<file path="src/rtl/backlight_spi_driver.sv">
// backlight_spi_driver: once per VSYNC frame, reads every block duty from RAM and shifts it MSB-first
// over SCLK/SDO, then pulses LAT so the LED driver chain takes the whole frame at once.
module backlight_spi_driver #(
  parameter int NUM_BLOCKS = 384,
  parameter int ADDR_W = 9,
  parameter int DATA_W = 8,
  parameter int SCLK_DIV = 2,
  parameter int LAT_CYC = 4
) (
  input  logic iODCK,
  input  logic iRST,
  input  logic iVSYNC,
  input  logic [DATA_W-1:0] iRamData,
  output logic oRamEn,
  output logic [ADDR_W-1:0] oRamAddr,
  output logic oSCLK,
  output logic oSDO,
  output logic oLAT,
  output logic oBusy,
  output logic oOverrun
);
  localparam int CW = $clog2(2*SCLK_DIV+1);
  localparam int BW = $clog2(DATA_W+1);
  localparam int LW = $clog2(LAT_CYC+1);
  localparam logic [CW-1:0] CNT_LAST = CW'(2*SCLK_DIV-1);
  localparam logic [CW-1:0] CNT_HI = CW'(SCLK_DIV);
  localparam logic [BW-1:0] BIT_LAST = BW'(DATA_W-1);
  localparam logic [LW-1:0] LAT_LAST = LW'(LAT_CYC-1);
  localparam logic [ADDR_W-1:0] ADDR_LAST = ADDR_W'(NUM_BLOCKS-1);
  typedef enum logic [2:0] {IDLE, READ, WAIT, SHIFT, LATCH} state_t;
  state_t state;
  logic vs_d;
  logic start;
  logic [CW-1:0] cnt;
  logic [BW-1:0] bit_cnt;
  logic [LW-1:0] lat_cnt;
  logic [DATA_W-1:0] shreg;
  assign start = iVSYNC & ~vs_d;
  // Outputs are updated on the same edge as the state they belong to, so they stay registered
  // yet line up exactly with the state they describe.
  always_ff @(posedge iODCK or posedge iRST) begin
    if (iRST) begin
      state <= IDLE;
      vs_d <= 1'b0;
      cnt <= '0;
      bit_cnt <= '0;
      lat_cnt <= '0;
      shreg <= '0;
      oRamEn <= 1'b0;
      oRamAddr <= '0;
      oSCLK <= 1'b0;
      oSDO <= 1'b0;
      oLAT <= 1'b0;
      oBusy <= 1'b0;
      oOverrun <= 1'b0;
    end else begin
      vs_d <= iVSYNC;
      oOverrun <= start && state != IDLE;
      case (state)
        IDLE: if (start) begin
          state <= READ;
          oRamAddr <= '0;
          oRamEn <= 1'b1;
          oBusy <= 1'b1;
        end
        READ: begin
          state <= WAIT;
          oRamEn <= 1'b0;
        end
        WAIT: begin
          state <= SHIFT;
          shreg <= iRamData;
          oSDO <= iRamData[DATA_W-1];
          cnt <= '0;
          bit_cnt <= '0;
        end
        SHIFT: if (cnt == CNT_LAST) begin
          cnt <= '0;
          oSCLK <= 1'b0;
          shreg <= shreg << 1;
          if (bit_cnt == BIT_LAST) begin
            oSDO <= 1'b0;
            if (oRamAddr == ADDR_LAST) begin
              state <= LATCH;
              oLAT <= 1'b1;
              lat_cnt <= '0;
            end else begin
              state <= READ;
              oRamAddr <= oRamAddr + 1'b1;
              oRamEn <= 1'b1;
            end
          end else begin
            bit_cnt <= bit_cnt + 1'b1;
            oSDO <= shreg[DATA_W-2];
          end
        end else begin
          cnt <= cnt + 1'b1;
          oSCLK <= cnt + 1'b1 >= CNT_HI;
        end
        LATCH: if (lat_cnt == LAT_LAST) begin
          state <= IDLE;
          oLAT <= 1'b0;
          oBusy <= 1'b0;
        end else begin
          lat_cnt <= lat_cnt + 1'b1;
        end
        default: state <= IDLE;
      endcase
    end
  end
endmodule

</file>
<file path="config.mk">
export PLATFORM = sky130hd
export DESIGN_NAME = backlight_spi_driver
export DESIGN_NICKNAME = d
export VERILOG_FILES = /design/src/rtl/backlight_spi_driver.sv
export SDC_FILE = /design/constraint.sdc
export NUM_CORES = 1
export LEC_CHECK = 0
export ABC_AREA = 1
export CAP_MARGIN = 5
export CORE_UTILIZATION = 49
export CTS_BUF_LIST = sky130_fd_sc_hd__clkbuf_16
export CTS_CLUSTER_DIAMETER = 50
export DETAILED_ROUTE_END_ITERATION = 6
export MAX_ROUTING_LAYER = met4
export PLACE_DENSITY_LB_ADDON = 0.25
export SLEW_MARGIN = 20
export SYNTH_ARGS = -nofsm -noshare
export SYNTH_HDL_FRONTEND = slang
export SYNTH_SLANG_ARGS = --single-unit
</file>
<file path="constraint.sdc">
create_clock -name iODCK -period 1.5 [get_ports iODCK]
set_clock_uncertainty 0.1 [all_clocks]
set_input_delay 0.45 -clock iODCK [delete_from_list [all_inputs] [get_ports iODCK]]
set_output_delay 0.45 -clock iODCK [all_outputs]
set_load 0.02 [all_outputs]
</file>
-- Yosys cells after proc, flatten, opt, wreduce, memory -nomap -nowiden
Cells that the tools add are included.
- add/subtract/negate cells: 4
- magnitude comparators: 1
- equality and inequality tests: 16
- mux-type cells: 38
- bitwise gates (word level): 2
- reductions and logical operators: 16
- operator list (kind ; count):
    $mux W9 ; 4
    $mux W3 ; 10
    $reduce_and A5 Y1 ; 4
    $pmux W9 S2 ; 1
    $ne A2 B2 Y1 const B ; 8
    $pmux W3 S5 ; 1
    $pmux W7 S2 ; 1
    $eq A3 B2 Y1 const B ; 4
    $pmux W3 S2 ; 2
    $mux W1 ; 11
    $add A9 B1 Y9 const B ; 1
    $eq A9 B9 Y1 const B ; 1
    $mux W4 ; 2
    $pmux W4 S2 ; 1
    $reduce_bool A2 Y1 ; 4
    $mux W7 ; 1
    $add A3 B1 Y3 const B ; 2
    $pmux W1 S2 ; 3
    $reduce_and A3 Y1 ; 2
    $reduce_bool A3 Y1 ; 2
    $add A4 B1 Y4 const B ; 1
    $eq A4 B3 Y1 const B ; 1
    $reduce_and A4 Y1 ; 1
    $eq A3 B1 Y1 const B ; 1
    other kinds (8) ; 8
- bits in registers: 36
- input port bits: 11
- output and inout port bits: 15
- logic and storage cells: 90

-- Longest topological paths before layout
- depth in word-level cells: 5
- mapped depth: 9
- gate-level depth less buffers: 9

-- Worst setup path after synthesis
No wires, ideal clock.
- path kind: register to register
- start: reg oRamAddr[0]
- end: reg oRamAddr[6]
- setup time: 0.065 ns
- data arrival time: 1.473 ns
- required time: 1.335 ns
- slack: -0.138 ns
- stages on the path, launching flop included: 9
- buffers on the path: 1
- clock period less this slack: 1.638 ns
- cells stage by stage: dfrtp_1 > ha_1 > nand3_1 > nor2_1 > nand3_2 > nand3_4 > buf_6 > nand2_1 > nand2_1
- cells in the longest elaborated chain, start to end: 5
- elaborated cells on any way between the ends: 8
- those cells by class: 1 x add/sub; 2 x eq/ne; 4 x mux; 1 x reduce/logical
- ends and longest elaborated chain (element ; line ; text):
    start: declaration ; 15 ; output logic [ADDR_W-1:0] oRamAddr,
    start signal: assignment ; 89 ; oRamAddr <= oRamAddr + 1'b1;
    $add A9 B1 Y9 ; 89 ;
    $mux W9 ; 83 ; if (oRamAddr == ADDR_LAST) begin
    $mux W9 ; 81 ; if (bit_cnt == BIT_LAST) begin
    $mux W9 ; 77 ; SHIFT: if (cnt == CNT_LAST) begin
    $pmux W9 S2 ; 59 ; case (state)
Several ways; a longest one is shown, not always the timed one. The select of a mux whose other input is x is not followed.
A chain may end at the register's enable or synchronous reset.

-- Worst setup path after layout
- start: reg cnt[1]
- end: reg oRamAddr[1]
- cells in the longest elaborated chain, start to end: 3
- ends and longest elaborated chain (element ; line ; text):
    start: declaration ; 34 ; logic [CW-1:0] cnt;
    start signal: assignment ; 97 ; cnt <= cnt + 1'b1;
    $eq A3 B2 Y1 ; 77 ;
    $ne A2 B2 Y1 (no source line) ; n/a ;
    $reduce_and A5 Y1 (no source line) ; n/a ;
Every way passes these cells.

==> impl_metrics.env <==
export IMPL_io_buffers=25
export IMPL_finalHoldViolCount=0
export IMPL_vdd_ir_drop_max_mv=0.6454
export IMPL_drc=0
export IMPL_yosysSeqAreaShare_pct=46.12
export IMPL_first_pass_iters=4
export IMPL_fin_crit_sh_pct=102.5
export IMPL_violations="negative setup slack"
export IMPL_power_density_mw_per_mm2=812.0
export IMPL_critPathMaxFanout=5
export IMPL_netlist_top_cell_by_area="dfrtp_1"
export IMPL_fin_setup_tns_ns=-0.2711
export IMPL_die_w_um=65.14
export IMPL_ioPinCount=26
export IMPL_nets=314
export IMPL_vias=1791
export IMPL_cp_start_kind="flip-flop"
export IMPL_initial_core_util_pct=52.17
export IMPL_r2r_setup_slack_ns=-0.04
export IMPL_grt_max_degree=37
export IMPL_endpoint_kind="flip-flop"
export IMPL_cts_htree_levels=2
export IMPL_worstPathCellList="ha_4 > ha_4 > inv_4 > o21ai_4 > nand2_2 > nor2_4 > nand2_1 > nand2_1"
export IMPL_yosys_warnings=0
export IMPL_cts_tree="built"
export IMPL_die_y_um=65.14
export IMPL_worstHoldPathCells=2
export IMPL_ant_nets=0
export IMPL_clkTransAtPathRegs_ns=0.05
export IMPL_grt_ovfl_total=0
export IMPL_yosys_area_top_type_share_pct=46.12
export IMPL_num_fill_cells=295
export IMPL_status="complete, but fails checks"
export IMPL_critical_path_top_delay_family="flip-flops"
export IMPL_antenna_found_initial=0
export IMPL_setup_slack_ns=-0.03800
export IMPL_rr_endpoint="oRamAddr[1]$_DFFE_PP0P_"
export IMPL_n_antenna_cell=0
export IMPL_synth_nets=254
export IMPL_dp_hpwl_um=2826
export IMPL_worstMarginPinSlew_ns=0.3342
export IMPL_first_global_vias=1810
export IMPL_slowest_delay_ns=0.38
export IMPL_ys_types=30
export IMPL_rows=22
export IMPL_hp_class="flip-flop to flip-flop"
export IMPL_root_buffer="clkbuf_16"
export IMPL_worstPathArrival_ns=1.65
export IMPL_power_leakage_nw=1.292
export IMPL_synthToLayoutAreaGrowth_pct=40.17
export IMPL_routedWlPerCell_um=12.73
export IMPL_rsz0062_at_grt="true"
export IMPL_grt_use_total_pct=24.21
export IMPL_drtIter0Drc=113
export IMPL_ys_ff_latch=36
export IMPL_fp_coreArea_mm2=0.003744
export IMPL_critPathCapture="oRamAddr[1]$_DFFE_PP0P_"
export IMPL_wl_um=4380
export IMPL_relSlewSlack_pct=77.55
export IMPL_reg2reg_from="cnt[1]$_DFFE_PP0N_"
export IMPL_dieArea_mm2=0.004243
export IMPL_cp_depth=8
export IMPL_gp_congestion=0.8010
export IMPL_synth_avg_cell_area_um2=8.311
export IMPL_reg2regPathDepth=8
export IMPL_drv_cap=0
export IMPL_max_freq_ghz=0.6502
export IMPL_crit_type="flip-flop to flip-flop"
export IMPL_cp_num_buf_inv=1
export IMPL_crit_required_ns=1.62
export IMPL_final_util_pct=73.13
export IMPL_fin_crit_ns=1.538
export IMPL_cts_buffer_depth=2
export IMPL_postSynthCellCount=235
export IMPL_vias_per_cell=5.206
export IMPL_drv_slew=0
export IMPL_crit_path_top_delay_cell="dfrtp_1"
export IMPL_setup_viol=9
export IMPL_grt_pass1_wl_um=7548
export IMPL_layout_drive_gt1_share_pct=33.78
export IMPL_syn_area_mm2=0.001953
export IMPL_worstSkewPairLatency_ns=0.28
export IMPL_cts_sinks=36
export IMPL_synth_area_leaders="dfrtp_1 (46%), nand2_1 (12%), ha_1 (5.1%)"
export IMPL_startpoint="cnt[1]$_DFFE_PP0N_"
export IMPL_numCtsBuffers=5
[worst min-delay path by stage]
stage / slack, ns / end / startpoint
5_1_grt: 0.39 / oLAT$_DFFE_PP0P_ / oLAT$_DFFE_PP0P_
3_5_place_dp: 0.36 / oLAT$_DFFE_PP0P_ / oLAT$_DFFE_PP0P_
4_1_cts: 0.37 / oLAT$_DFFE_PP0P_ / oLAT$_DFFE_PP0P_
2_1_floorplan: 0.34 / lat_cnt[2]$_DFFE_PP0P_ / lat_cnt[2]$_DFFE_PP0P_
6_report: 0.37 / oLAT$_DFFE_PP0P_ / oLAT$_DFFE_PP0P_
3_3_place_gp: 0.36 / lat_cnt[2]$_DFFE_PP0P_ / lat_cnt[2]$_DFFE_PP0P_
[flip-flops by register name, summed over array words and instances, names as in the netlist]
name      cells
vs_d          1
oRamAddr      9
oSCLK         1
oSDO          1
oRamEn        1
bit_cnt       4
cnt           3
oOverrun      1
oLAT          1
state         3
oBusy         1
lat_cnt       3
shreg         7
[what timing repair did]
action | 4_1_cts | 5_1_grt
endpoints found under the setup margin | 30 | 36
resized for setup | 52 | 20
setup buffers | 1 | 1
endpoints found under the hold margin | 0 | 0
hold buffers | 0 | 0
gates cloned | 1 | 0
pin swaps | 3 | 5
[cells in the mapped netlist]
master / count
o22ai_1: 1
nor2_2: 3
a21oi_4: 1
xnor2_1: 1
nor2_1: 18
buf_6: 3
or2_2: 2
nand2_1: 63
o21ai_1: 10
nor3_1: 3
ha_1: 8
clkinv_1: 1
nand3_1: 15
o21ai_0: 6
nand3_4: 1
a21oi_1: 6
o211ai_1: 5
buf_4: 1
nand2_2: 3
o21bai_1: 1
a21oi_2: 1
dfrtp_1: 36
nor2_4: 1
nand3_2: 3
inv_2: 2
nand3b_1: 1
nand4_1: 5
inv_1: 26
o21ai_2: 6
a31oi_1: 2
[worst register-to-register path: cells and delay by family, from the launching register on]
kind	cells	cell delay (ns)
compound gates	1	0.25
fa+ha+maj	2	0.30
buf+inv	1	0.05
flops	1	0.38
simple gates	4	0.39
[cell usage in the layout (no fill, tap or decap), drive strengths merged]
master / Yosys / final
o211ai: 5 / 5
o22ai: 1 / 1
or2: 2 / 2
clkdlybuf4s50: 0 / 10
o21ai: 22 / 22
dfrtp: 36 / 36
nand4: 5 / 5
a21oi: 8 / 8
nor2: 22 / 22
inv: 28 / 29
a31oi: 2 / 2
ha: 8 / 8
buf: 4 / 33
nand3b: 1 / 1
clkdlybuf4s15: 0 / 2
nand2: 66 / 66
xnor2: 1 / 1
nor3: 3 / 3
o21bai: 1 / 1
clkinv: 1 / 2
bufinv: 0 / 1
nand3: 19 / 20
clkbuf: 0 / 16
[report_power, final]
group	total [mW]	internal (mW)	leakage, nW	switching (mW)
registers	0.985	0.981	0.451	0.00411
logic	0.0718	0.0368	0.756	0.0351
clock network	1.17	0.774	0.0850	0.392
[final cells by class]
class                           count  area [um2]  share of cell area (%)
Clock inverter                      3       38.79                   1.417
Inverter                           29       112.6                   4.113
Timing Repair Buffer               56       457.9                   16.73
Multi-Input combinational cell    167        1037                   37.89
Clock buffer                        5       125.1                   4.570
Tap cell                           48       60.06                   2.194
Sequential cell                    36       905.9                   33.09
[kinds of logic (layout without fill, tap and decap cells)]
logic type | Yosys count | after routing | synth area share, %
compound gates | 39 | 39 | 12.88
fa+ha+maj | 8 | 8 | 5.125
xor+xnor | 1 | 1 | 0.4485
flops | 36 | 36 | 46.12
buf+inv | 33 | 93 | 7.687
simple gates | 118 | 119 | 27.74
[routing by layer]
layer | vias up | wire length (um) | global-route usage (%)
li1 | 897 | - | -
met1 | 846 | 1927 | 26.07
met2 | 38 | 2182 | 41.80
met3 | 10 | 190 | 7.292
met4 | 0 | 80 | 9.511
met5 | - | 0 | -
[per-stage QoR]
stage	std cells	total power, mW	hold WS (ns)	instance area (um2)	setup slack, ns
6_report	344	2.223	0.3691	2738	-0.03800
5_1_grt	344	2.286	0.3902	2738	-0.1302
4_1_cts	343	2.241	0.3741	2745	-0.06230
3_5_place_dp	333	1.078	0.3623	2515	-0.3599
3_3_place_gp	333	1.077	0.3565	2515	-0.3073
2_1_floorplan	235	1.030	0.3419	2003	0.008641
(Power assumes the default switching activity.)
